### config.mk
export PLATFORM = sky130hd
export DESIGN_NAME = apb_completer_regbank
export DESIGN_NICKNAME = d
export VERILOG_FILES = /design/src/rtl/apb_completer_regbank.sv
export SDC_FILE = /design/constraint.sdc
export NUM_CORES = 1
export LEC_CHECK = 0
export ABC_AREA = 1
export CAP_MARGIN = 40
export CORE_MARGIN = 2
export CORE_UTILIZATION = 25
export CTS_BUF_LIST = sky130_fd_sc_hd__clkbuf_8
export DETAILED_ROUTE_END_ITERATION = 12
export PLACE_DENSITY_LB_ADDON = 0.25
export SYNTH_ARGS = -nofsm -noshare
export SYNTH_HDL_FRONTEND = slang
export SYNTH_SLANG_ARGS = --single-unit
### constraint.sdc
create_clock -name PCLK -period 2.2 [get_ports PCLK]
set_input_delay 0.33 -clock PCLK [delete_from_list [all_inputs] [get_ports PCLK]]
set_output_delay 0.33 -clock PCLK [all_outputs]
set_load 0.05 [all_outputs]
### src/rtl/apb_completer_regbank.sv
// APB3/APB4 completer: NUM_REGS byte-writable scratch registers followed by a
// read-only ID word. Inserts WAIT_STATES PREADY-low cycles per access phase and
// reports illegal accesses with PSLVERR. Address/control are decoded once in
// the setup cycle; PWDATA/PSTRB are sampled at the completion edge.
module apb_completer_regbank #(
  parameter int          ADDRWIDTH   = 16,
  parameter int          DATAWIDTH   = 32,
  parameter int          NUM_REGS    = 8,
  parameter int          WAIT_STATES = 1,
  parameter logic [31:0] ID_VALUE    = 32'h4150_4231,
  parameter bit          PRIV_ONLY   = 1'b0
) (
  input  logic                 PCLK,
  input  logic                 PRESET,
  input  logic                 PSEL,
  input  logic                 PENABLE,
  input  logic [ADDRWIDTH-1:0] PADDR,
  input  logic                 PWRITE,
  input  logic [DATAWIDTH-1:0] PWDATA,
  input  logic [3:0]           PSTRB,
  input  logic [2:0]           PPROT,
  output logic [DATAWIDTH-1:0] PRDATA,
  output logic                 PREADY,
  output logic                 PSLVERR
);

  localparam int CNTW = (WAIT_STATES > 0) ? $clog2(WAIT_STATES + 1) : 1;
  localparam int IDXW = ADDRWIDTH - 2;
  localparam logic [CNTW-1:0] CNT_LOAD = CNTW'(WAIT_STATES);
  localparam logic [IDXW-1:0] ID_IDX   = IDXW'(NUM_REGS);

  typedef enum logic {
    ST_IDLE   = 1'b0,
    ST_ACCESS = 1'b1
  } state_e;

  state_e                 state_q, state_d;
  logic [CNTW-1:0]        cnt_q, cnt_d;
  logic                   err_q, err_d;
  logic                   wr_q, wr_d;
  logic [IDXW-1:0]        idx_q, idx_d;
  logic [DATAWIDTH-1:0]   rdata_q, rdata_d;
  logic [DATAWIDTH-1:0]   regs_q [NUM_REGS];
  logic [DATAWIDTH-1:0]   regs_d [NUM_REGS];

  logic [IDXW-1:0]        addr_idx_s;
  logic                   setup_s;
  logic                   violation_s;
  logic                   complete_s;
  logic                   commit_s;
  logic                   dec_err_s;
  logic [DATAWIDTH-1:0]   dec_rdata_s;
  logic                   unused_pprot_s;

  // Merge new bytes into an old word lane by lane under a strobe mask.
  function automatic logic [31:0] merge_bytes(input logic [31:0] old_w,
                                              input logic [31:0] new_w,
                                              input logic [3:0]  strb);
    logic [31:0] res;
    for (int b = 0; b < 4; b++) begin
      res[8*b +: 8] = strb[b] ? new_w[8*b +: 8] : old_w[8*b +: 8];
    end
    return res;
  endfunction

  assign addr_idx_s     = PADDR[ADDRWIDTH-1:2];
  assign setup_s        = PSEL & ~PENABLE;
  assign violation_s    = (state_q == ST_IDLE) & PSEL & PENABLE;
  assign complete_s     = (state_q == ST_ACCESS) & PSEL & (cnt_q == {CNTW{1'b0}});
  assign commit_s       = complete_s & wr_q & ~err_q;
  assign unused_pprot_s = ^PPROT[2:1];

  // Decode the setup-cycle address into an error flag and the read word.
  always_comb begin
    dec_err_s   = 1'b0;
    dec_rdata_s = '0;
    if (PADDR[1:0] != 2'b00) begin
      dec_err_s = 1'b1;
    end else if (addr_idx_s > ID_IDX) begin
      dec_err_s = 1'b1;
    end else if (PWRITE && (addr_idx_s == ID_IDX)) begin
      dec_err_s = 1'b1;
    end else if (PRIV_ONLY && !PPROT[0]) begin
      dec_err_s = 1'b1;
    end else begin
      dec_err_s = 1'b0;
    end
    if (!dec_err_s && !PWRITE) begin
      if (addr_idx_s == ID_IDX) begin
        dec_rdata_s = ID_VALUE;
      end else begin
        for (int i = 0; i < NUM_REGS; i++) begin
          dec_rdata_s = dec_rdata_s | (regs_q[i] & {DATAWIDTH{addr_idx_s == IDXW'(i)}});
        end
      end
    end else begin
      dec_rdata_s = '0;
    end
  end

  // Transfer FSM: setup latches the decode, access counts down the wait states.
  always_comb begin
    state_d = state_q;
    cnt_d   = cnt_q;
    err_d   = err_q;
    wr_d    = wr_q;
    idx_d   = idx_q;
    rdata_d = rdata_q;
    case (state_q)
      ST_IDLE: begin
        if (setup_s) begin
          state_d = ST_ACCESS;
          cnt_d   = CNT_LOAD;
          err_d   = dec_err_s;
          wr_d    = PWRITE;
          idx_d   = addr_idx_s;
          rdata_d = dec_rdata_s;
        end else begin
          state_d = ST_IDLE;
        end
      end
      ST_ACCESS: begin
        if (!PSEL) begin
          state_d = ST_IDLE;
        end else if (cnt_q != {CNTW{1'b0}}) begin
          cnt_d = cnt_q - {{(CNTW-1){1'b0}}, 1'b1};
        end else begin
          state_d = ST_IDLE;
        end
      end
      default: begin
        state_d = ST_IDLE;
      end
    endcase
  end

  // Register-bank next state: byte-merge on a legal write completion only.
  always_comb begin
    for (int i = 0; i < NUM_REGS; i++) begin
      regs_d[i] = regs_q[i];
    end
    for (int i = 0; i < NUM_REGS; i++) begin
      regs_d[i] = merge_bytes(regs_q[i], PWDATA,
                              PSTRB & {4{commit_s && (idx_q == IDXW'(i))}});
    end
  end

  // State, latched decode and register bank with synchronous reset.
  always_ff @(posedge PCLK) begin
    if (PRESET) begin
      state_q <= ST_IDLE;
      cnt_q   <= '0;
      err_q   <= 1'b0;
      wr_q    <= 1'b0;
      idx_q   <= '0;
      rdata_q <= '0;
      for (int i = 0; i < NUM_REGS; i++) begin
        regs_q[i] <= '0;
      end
    end else begin
      state_q <= state_d;
      cnt_q   <= cnt_d;
      err_q   <= err_d;
      wr_q    <= wr_d;
      idx_q   <= idx_d;
      rdata_q <= rdata_d;
      for (int i = 0; i < NUM_REGS; i++) begin
        regs_q[i] <= regs_d[i];
      end
    end
  end

  // Outputs are forced quiet while reset is held; a missing setup cycle is
  // answered immediately with an error so the requester is never stalled.
  assign PREADY  = ~PRESET & (complete_s | violation_s);
  assign PSLVERR = ~PRESET & ((complete_s & err_q) | violation_s);
  assign PRDATA  = (~PRESET & complete_s & ~wr_q) ? rdata_q : '0;

endmodule
Word-level counts from Yosys, hierarchy flattened
Memories as Yosys holds them, arrays and structs flattened.
Index checks and enable logic that the tools add are counted.
{"block": "totals", "output_inout_bits": 34, "reg_bits": 50, "ram_bits": 256, "word_cells": 151, "in_bits": 60, "memories": 1}
{"name": "regs_q", "depth": 8, "width": 32, "read_ports": 8, "rd_clocked_by_memory_dff": 0, "write_ports": 8, "line_no": "43", "text": "logic [DATAWIDTH-1:0] regs_q [NUM_REGS];"}
{"block": "op_classes", "n_bitwise": 51, "add_sub_neg": 1, "n_mux": 57, "n_eq_ne": 17, "reduce_logical": 17, "n_lt_le_gt_ge": 1}
{"operator": "two-way mux 32 bit", "n": 11}
{"operator": "AND 32 bit", "n": 8}
{"operator": "two-way mux 8 bit", "n": 32}
{"operator": "OR 32 bit", "n": 7}
{"operator": "== test 14 x 3 -> 1 bit, second input constant", "n": 8}
{"operator": "== test 14 x 2 -> 1 bit, second input constant", "n": 4}
{"operator": "AND 4 bit", "n": 8}
{"operator": "== test 14 x 1 -> 1 bit, second input constant", "n": 2}
{"operator": "logical NOT 14 bit", "n": 2}
{"operator": "== test 14 x 4 -> 1 bit, second input constant", "n": 1}
{"operator": "greater-than comparator 14 x 4 -> 1 bit, second input constant", "n": 1}
{"operator": "AND 1 bit", "n": 12}
{"operator": "two-way mux 1 bit", "n": 12}
{"operator": "logical AND 1 bit", "n": 10}
{"operator": "OR 1 bit", "n": 10}
{"operator": "inverter 1 bit", "n": 6}
{"operator": "!= test 2 bit, second input constant", "n": 2}
{"operator": "case mux 1 bit (2 select lines)", "n": 2}
{"operator": "AND reduction 2 bit", "n": 2}
{"operator": "logical NOT 1 bit", "n": 2}
{"operator": "nonzero test 2 bit", "n": 1}
{"operator": "subtractor 1 bit, second input constant", "n": 1}

Longest topological paths before layout
Gate-level depths: netlist of run 1.
{"block": "depth", "ltp_word": 11, "mapped_depth": 11, "ltp_nobuf": 10}

Least setup slack after synthesis of run 1
OpenSTA, ideal clock, no wires.
{"block": "synth_path", "path_kind": "in2out", "startpoint": "in PRESET", "endpoint": "out PSLVERR", "arrival_time_ns": 1.995, "cell_stages": 5, "path_buffers": 2, "setup_slack_ns": -0.125, "t_required_ns": 1.870, "cell_sequence": "clkbuf_1 -> clkinv_1 -> clkbuf_1 -> nand2_1 -> o21ai_0"}
{"block": "synth_between", "elab_chain_len": 2}
{"item": "start, declared", "line_no": "14", "text": "input logic PRESET,"}
{"item": "inverter 1 bit", "line_no": "176", "text": "assign PSLVERR = ~PRESET & ((complete_s & err_q) | violation_s);"}
{"item": "AND 1 bit", "line_no": "176"}
{"item": "end, declared", "line_no": "24", "text": "output logic PSLVERR"}
Every way passes these cells.

Worst setup path in the final report of run 1
{"block": "layout_path", "startpoint": "reg state_q", "endpoint": "out PRDATA[3]"}
{"block": "layout_between", "elab_chain_len": 5}
{"item": "start, declared", "line_no": "37", "text": "state_e state_q, state_d;"}
{"item": "start signal, assigned", "line_no": "161", "text": "state_q <= state_d;"}
{"item": "AND 1 bit (2 in a row)", "line_no": "69", "text": "assign complete_s = (state_q == ST_ACCESS) & PSEL & (cnt_q == {CNTW{1'b0}});"}
{"item": "AND 1 bit (2 in a row)", "line_no": "177", "text": "assign PRDATA = (~PRESET & complete_s & ~wr_q) ? rdata_q : '0;"}
{"item": "two-way mux 32 bit", "line_no": "177"}
{"item": "end, declared", "line_no": "22", "text": "output logic [DATAWIDTH-1:0] PRDATA,"}
Every way passes these cells.

==> impl_summary.md, run 1 <==
Yosys
Averaged over all synthesized cells, the footprint is 6.54 µm². The leading area contributor after synthesis is sky130_fd_sc_hd__dfxtp_1. Summing the areas of all compound-gate instances in the mapped netlist gives 12.4% of the synthesized area.

The post-synthesis mux area share is 0%. The post-synthesis instance total is 2180. Counting flops with a built-in enable in the synthesized netlist gives 0. The number of nets in the synthesized netlist is ~2200. In the synthesized netlist, the cells that appear most often are sky130_fd_sc_hd__nor2_1 (381), sky130_fd_sc_hd__inv_1 (320), sky130_fd_sc_hd__dfxtp_1 (306). The fraction of post-synthesis cell area in the top cell type by area is 43.0%. After synthesis, the largest family of logic cells by area is simple AND/OR/NAND/NOR gates. The post-synthesis adder-cell area fraction is 0%.

Yosys attributes the largest share of cell area to sky130_fd_sc_hd__dfxtp_1 (43%), sky130_fd_sc_hd__nand3_1 (10%), sky130_fd_sc_hd__nor2_1 (10%). The fraction of synthesis flops using an asynchronous set or reset pin is 0%. Sequential elements use 43.0% of the synthesized area.

Yosys printed 0 warnings. The most used flip-flop cell after synthesis is sky130_fd_sc_hd__dfxtp_1. Synthesis inferred around 310 register bits. Summing the areas of all and, or, nand and nor instances in the mapped netlist gives 32.3% of the synthesized area. The most instantiated library cell after synthesis is sky130_fd_sc_hd__nor2_1.

The count of cell types in the netlist is 25. In this run the cell area of the synthesized design comes to 14200 µm². The xor and xnor area share after synthesis is 0%.

STA
For this run, the top clock speed supported by timing is 451 MHz. The smallest clock period supported by the final layout is computed as 2220 ps. After layout, the worst setup slack is -19.4 ps. Measured against its own limit, the worst slew margin works out to 53.0%. Setup repair after global routing could not meet its margin everywhere. The worst hold-check slack is between 100 and 150 ps. The part of the cycle the worst path needs is 101%. The final hold violation count is 0.

On the final layout, the worst clock skew is 28.6 ps. The transition time at the pin with the least slew margin is about 700 ps. Setup violations remaining at the end of the flow were counted as 6. The final-report max-slew violation count was 0. For the final routed database, the setup TNS stands at -65.1 ps.

Outcome
The run finished, with violations left. The final reports fail on negative setup slack.

Cells and area
The number of fill cells in the layout is between 6000 and 7000. The proportion of layout cells with a drive suffix above 1 is 15.5%. The layout net count is 2424. The fraction of the core area covered by cells at the end of the flow is 34.2%. The area growth from synthesis to final layout is 35.3%. The area taken by flip-flops and latches is 6130 µm².

After routing the design area is 19300 µm². Summing all multi-input logic gate instances after layout gives 6870 µm².

Pwr
The internal power summed over all cells is 8760 µW. The combinational share of power is 6.0%. Per report_power, the clock group accounts for 46.1% of the total.

The total power consumption of the routed design is 11700 µW. In this run the static leakage power is 0.00766 µW. The analysis attributes to net switching a power of 2910 µW. The power density over cell area is 605 nW/µm².

In this run switching power makes up 24.9% of total power. In this run, flip-flops and latches consume 47.8% of the power. VDD sags by at most 0.320 mV.

Die
In this run the horizontal extent of the chip is approximately 240 µm. The die covers 58900 µm². The region available for standard cell placement spans 56400 µm².

For this design the top-level I/O count stands at 94. The vertical die dimension is 243 µm. The initial core utilization is 25.3%. The floorplan has 87 rows.

Worst hold path
The class of the worst hold path is input port to register. The startpoint identified for the worst hold timing path is PRESET.

Setup path
The termination of the worst setup path is PRDATA[3]. The nature of the critical path startpoint is a register. The critical path starts at state_q. Along the worst path, the maximum fanout reaches 16. The worst register-to-register path has a depth of 16. The worst setup path is captured at a primary output.

The data arrival at the endpoint of the critical path is 1890 ps. The required time of the critical path is approximately 1900 ps. Across all register-to-register paths, the minimum setup slack is around 10 ps. The type of the worst setup path is register to primary output. The endpoint identified for the worst register-to-register timing path is regs_q[0][121]. The startpoint of the worst register-to-register path is state_q.

Drt
In the final routed layout, each cell accounts on average for 16.0 µm. The routed wire length is 50700 µm. Using the TritonRoute via totals, the vias-per-cell ratio works out to 4.52. Summing over every cut layer, the via total after detailed routing is approximately 14000. The length of the first detailed-routing pass in iterations is 5. The first routing iteration left 829 violations. Once detail routing completed, the nets flagged for antenna violations numbered 0. The DRC violation count after routing is 0.

Clock network
CTS built an H-tree with a depth of 2. The clock-pin slew reported for the worst setup and hold paths after clock tree synthesis is 70 ps. The clock reaches the later pin of the worst-skew pair after ~650 ps.

In this run the clock root is driven by a sky130_fd_sc_hd__clkbuf_8. Counting every sink on the clock net gives 306. The number of clock buffers added by TritonCTS is 54. The CTS tree is yes. The buffer levels on the longest clock path is 3.

GRT
The global router's overall resource usage is 16.3%. The via count of the first global-routing pass is 13200. The aggregate global routing overflow is 0. The largest net degree at the start of global routing is approximately 120. The first global-routing pass estimated approximately 75000 µm of wire.

The initial antenna violation count is 3.

Placement
Routability-driven placement finished with a final weighted congestion of 0.813. The total placed instance area is 17200 µm². After legalization and detailed placement, the total HPWL measured ~33000 µm. During placement, the flow inserted port buffers numbering 90.

Run
The total of max-cap violations is 0.
[registers in the layout, indices dropped and copies added, names as in the netlist]
signal	flops
rdata_q	32
wr_q	1
err_q	1
regs_q	256
idx_q	14
cnt_q	1
state_q	1
[worst min-delay path by stage]
stage	to	slack, ps	cells after the start
5_1_grt	idx_q[11]	120	4
3_5_place_dp	regs_q[0][69]	440	2
6_report	idx_q[10]	120	4
3_3_place_gp	regs_q[0][86]	430	2
2_1_floorplan	regs_q[0][65]	420	2
4_1_cts	idx_q[10]	60	4
[per-layer routing]
metal  wire length [µm]  vias to the layer above  track usage (%)
met3               3310                       88             3.24
met2              22500                      371             25.8
met1              23500                     6503             21.8
met4               1390                        4             6.15
li1                   -                     7294                -
met5                 23                        -                0
[final cells by class]
class	count	area share, %
Clock buffer	70	5.00
Multi-Input combinational cell	1424	35.7
Tap cell	756	4.91
Antenna cell	1	0.0130
Inverter	327	6.41
Sequential cell	306	31.8
Clock inverter	23	0.669
Timing Repair Buffer	251	15.6
[cell usage in the layout, fill, tap and decap left out, types with 63 or more instances in the layout]
| cell | Yosys | routed |
|---|---|---|
| sky130_fd_sc_hd__clkbuf_8 | 0 | 70 |
| sky130_fd_sc_hd__nand3_1 | 290 | 278 |
| sky130_fd_sc_hd__buf_12 | 0 | 63 |
| sky130_fd_sc_hd__dfxtp_1 | 306 | 305 |
| sky130_fd_sc_hd__o21ai_0 | 207 | 130 |
| sky130_fd_sc_hd__o21ai_1 | 0 | 70 |
| sky130_fd_sc_hd__nor2_1 | 381 | 339 |
| sky130_fd_sc_hd__inv_1 | 320 | 333 |
| sky130_fd_sc_hd__nand2_1 | 302 | 301 |
| sky130_fd_sc_hd__a21oi_1 | 141 | 141 |
| sky130_fd_sc_hd__buf_4 | 2 | 99 |
[kinds of logic after synthesis]
family	Yosys count
and+or+nand+nor	1073
buffers and inverters	450
AOI/OAI and AO/OA	351
DFF	306
[power by group through the flow]
| stage | clock network (µW) | logic, µW | registers [µW] |
|---|---|---|---|
| global route | 5790 | 763 | 5580 |
| finish | 5380 | 705 | 5580 |
| detailed placement | 0 | 653 | 5700 |
| global placement | 0 | 645 | 5700 |
| floorplan | 0 | 273 | 5700 |
| CTS | 5560 | 670 | 5580 |
[critical path, stage by stage, from the launching register on]
cell,delay [ps]
sky130_fd_sc_hd__dfxtp_2,330
sky130_fd_sc_hd__nand2_2,70
sky130_fd_sc_hd__nor2_4,100
sky130_fd_sc_hd__buf_6,110
sky130_fd_sc_hd__nand3_4,120
sky130_fd_sc_hd__buf_12,210
sky130_fd_sc_hd__nor2_2,140
sky130_fd_sc_hd__buf_12,150
[metrics by stage]
stage | cells | setup slack (ps)
global placement | 3034 | -244
floorplan | 2180 | 251
CTS | 3134 | -98.9
global route | 3158 | -113
detailed placement | 3034 | -283
finish | 3158 | -19.4
[repair_timing]
item / in CTS / in global routing
setup buffers: 6 / 12
pin swaps: 1 / 11
hold buffers: 0 / 0
endpoints found under the setup margin: 33 / 124
gates resized for setup: 69 / 163
gates cloned: 1 / 11
Note: power is estimated with default switching activity, not from simulation.
==> inputs of run 2 (changes only) <==
CTS_CLUSTER_SIZE = 28   (was not set)
GPL_ROUTABILITY_DRIVEN = 0   (was not set)
==> results of run 2 <==
No change in the layout: final DEF, timing and power equal those of run 1.
==> inputs of run 3 (changes only) <==
CORE_MARGIN = not set   (was 2)
==> impl_summary.md, run 3 (synthesis gave the netlist of run 1 again) <==
Clock network
After clock tree synthesis, the clock-pin slew on the worst setup and hold paths is 60 ps. The number of buffers added by the clock tree synthesis step is 55. The buffer levels on the longest clock path is 3. The CTS tree is yes. In this run the clock root is driven by a sky130_fd_sc_hd__clkbuf_8. CTS saw 306 sinks. The clock tree synthesis step divided the H-tree into 2 levels. The clock reaches the later pin of the worst-skew pair after 660 ps.

Cells and area
In the layout the commonest cells are sky130_fd_sc_hd__inv_1 (335), sky130_fd_sc_hd__nor2_1 (332), sky130_fd_sc_hd__dfxtp_1 (304). Counting flops per register, the top entry is regs_q. The post-layout instance area is 19500 µm². Leaving out filler cells and counting taps, the final layout contains 3178. In the final layout, the share of cells above drive strength 1 is 16.2%. The largest registers in the layout are regs_q (256), rdata_q (32), idx_q (14). The library cell used most frequently in the layout, excluding fill and tap cells, is sky130_fd_sc_hd__inv_1.

At the end of the flow, the number of nets in the layout was between 2000 and 2500. The number of flip-flops under the largest register name is 256. From synthesis to final layout, the design area changed by 36.9%.

Drt
The number of routed nets with antenna violations is 0. The count of vias placed by the detailed router is 14300. The first routing iteration left between 1000 and 1500 violations. The routed wire length is 52400 µm. For this run, design rule violations remaining after detail routing come to 0. Using the TritonRoute via totals, the vias-per-cell ratio works out to 4.51.

The length of the first detailed-routing pass in iterations is 5. The routed length per placed instance is 16.5 µm.

Setup path
The type of the worst setup path is register to primary output. The startpoint of the worst register-to-register path is state_q. The kind of cell with the highest combined delay along the critical path is buffers and inverters. The most repeated library cell on the critical path is sky130_fd_sc_hd__buf_12. The worst register-to-register path has a setup slack of -80 ps. The cell count of the worst reg-to-reg path is 16. The endpoint of the most critical register-to-register path is regs_q[0][122]. Traced cell by cell, the critical path runs through nand2_2 > nor2_4 > buf_6 > nand3_4 > buf_12 > nor2_2 > buf_12. The maximum fanout along the worst path is 16. The data arrival at the endpoint of the critical path is approximately 2000 ps.

STA classifies the critical path startpoint as a register. The critical path's largest stage delay is 350 ps. The required time of the critical path is 1870 ps.

The critical path capture point type is a primary output. The critical path's slowest cell is sky130_fd_sc_hd__dfxtp_2. The critical path buffer and inverter count is 3.

Die
The initial core utilization is between 20 and 30%. The floorplan row count is 87. The vertical die dimension is 241 µm.

After floorplanning, the core was sized to cover 56400 µm². Pin placement for this block handled 94 I/O pins. The die covers 58000 µm². From left edge to right edge, the die measures 241 µm.

Pwr
The analysis attributes to cell leakage a power of 0.00774 µW. In this run the power density over the cells is 595 nW/µm². The peak ir drop on the vdd network is approximately 0.36 mV. After layout, the design draws a total of 11600 µW.

STA
The worst path uses 104% of the clock period. In the post-route analysis, the smallest setup slack over all paths is -87.6 ps. The final period demand of the worst path is 2290 ps. The transition time at the pin with the least slew margin is 634 ps.

After routing, the total negative slack on setup checks comes to -2180 ps. The worst clock skew on the final layout is between 40 and 50 ps. The final hold violation count is 0. The worst pin sits at a relative slew slack of 57.4%. Setup violations remaining at the end of the flow were counted as 52. Based on the critical path, the design can be clocked at up to 437 MHz. Setup repair after global routing could not meet its margin everywhere. The final-report max-slew violation count was 0.

Outcome
The flow ran to the end, but the final reports show violations. The checks that failed: negative setup slack.

GRT
The via count of the first global-routing pass is approximately 14000. The initial antenna violation count is 2. The first global-routing pass estimated 77500 µm of wire. The global router's overall resource usage is 17.4%. The largest net degree at the start of global routing is 115.

The total overflow left after global routing is 0.

Placement
The count of placed standard cells including taps is 3042. The total placed instance area is 17500 µm². Port buffering added 90 buffers.

The wire-length estimate of the detail-placed layout is 34200 µm. At the placement stage, the worst setup path has a slack of -203 ps.

Worst hold path
The worst hold path begins at PRESET. The worst hold path was traced through 4 stages. The class of the worst hold path is input port to register. The path with the worst hold slack has its endpoint at idx_q[3].

Run
The total of max-cap violations is 0.
run 3: changes by cell type in the layout (fill, tap and decap cells not counted), sizes merged:
cell      previous run  this run
buf                192       206
clkinv              10        16
clkbuf              74        69
clkinvlp             1         5
inv                338       339
run 3: area by class of cell:
cell class,count,area [µm²]
inverters,327,1240
diodes,1,2.50
multi-input cells,1424,6850
well taps,756,946
flip-flops and latches,306,6130
clock inverters,34,180
fillers,6060,36900
repair buffers,264,3250
clock buffers,66,908
run 3: tightest hold or removal path: stages:
cell	delay, ps
sky130_fd_sc_hd__buf_2	190
sky130_fd_sc_hd__inv_4	140
sky130_fd_sc_hd__o21ai_0	100
sky130_fd_sc_hd__a21oi_1	40
run 3: timing repair:
item / 4_1_cts / 5_1_grt
resized for setup: 66 / 172
cloned: 1 / 11
buffers inserted: 7 / 20
hold buffers: 0 / 0
endpoints found under the hold margin: 0 / 0
pin swaps: 2 / 19
setup endpoints to repair: 32 / 225
run 3: metal layers:
layer / vias to the layer above / part of all wire, % / wire length [µm] / track usage (%)
li1: 7332 / - / - / -
met1: 6536 / 46 / 24100 / 23.2
met2: 380 / 44 / 23300 / 27.2
met3: 86 / 6.9 / 3620 / 4.08
met4: 2 / 2.6 / 1350 / 6.21
met5: - / 0.023 / 12 / 0
run 3: metrics by stage:
stage / utilization [%] / hold slack [ps]
2_1_floorplan: - / 424
3_3_place_gp: 31.0 / 432
3_5_place_dp: 31.0 / 436
4_1_cts: 33.5 / 159
5_1_grt: 34.6 / 236
6_report: 34.6 / 203
run 3: worst max-delay path by stage:
stage | from | endpoint | slack, ps | depth (start not counted)
2_1_floorplan | PRESET | PSLVERR | 250 | 5
3_3_place_gp | PADDR[4] | rdata_q[24] | -330 | 11
3_5_place_dp | PADDR[10] | rdata_q[20] | -200 | 12
4_1_cts | state_q | PRDATA[26] | -110 | 7
5_1_grt | state_q | regs_q[0][122] | -170 | 16
6_report | state_q | PRDATA[1] | -90 | 7
run 3: power by group:
group	internal (µW)	switching [µW]
clock	2840	2480
combinational	250	456
sequential	5570	14.7
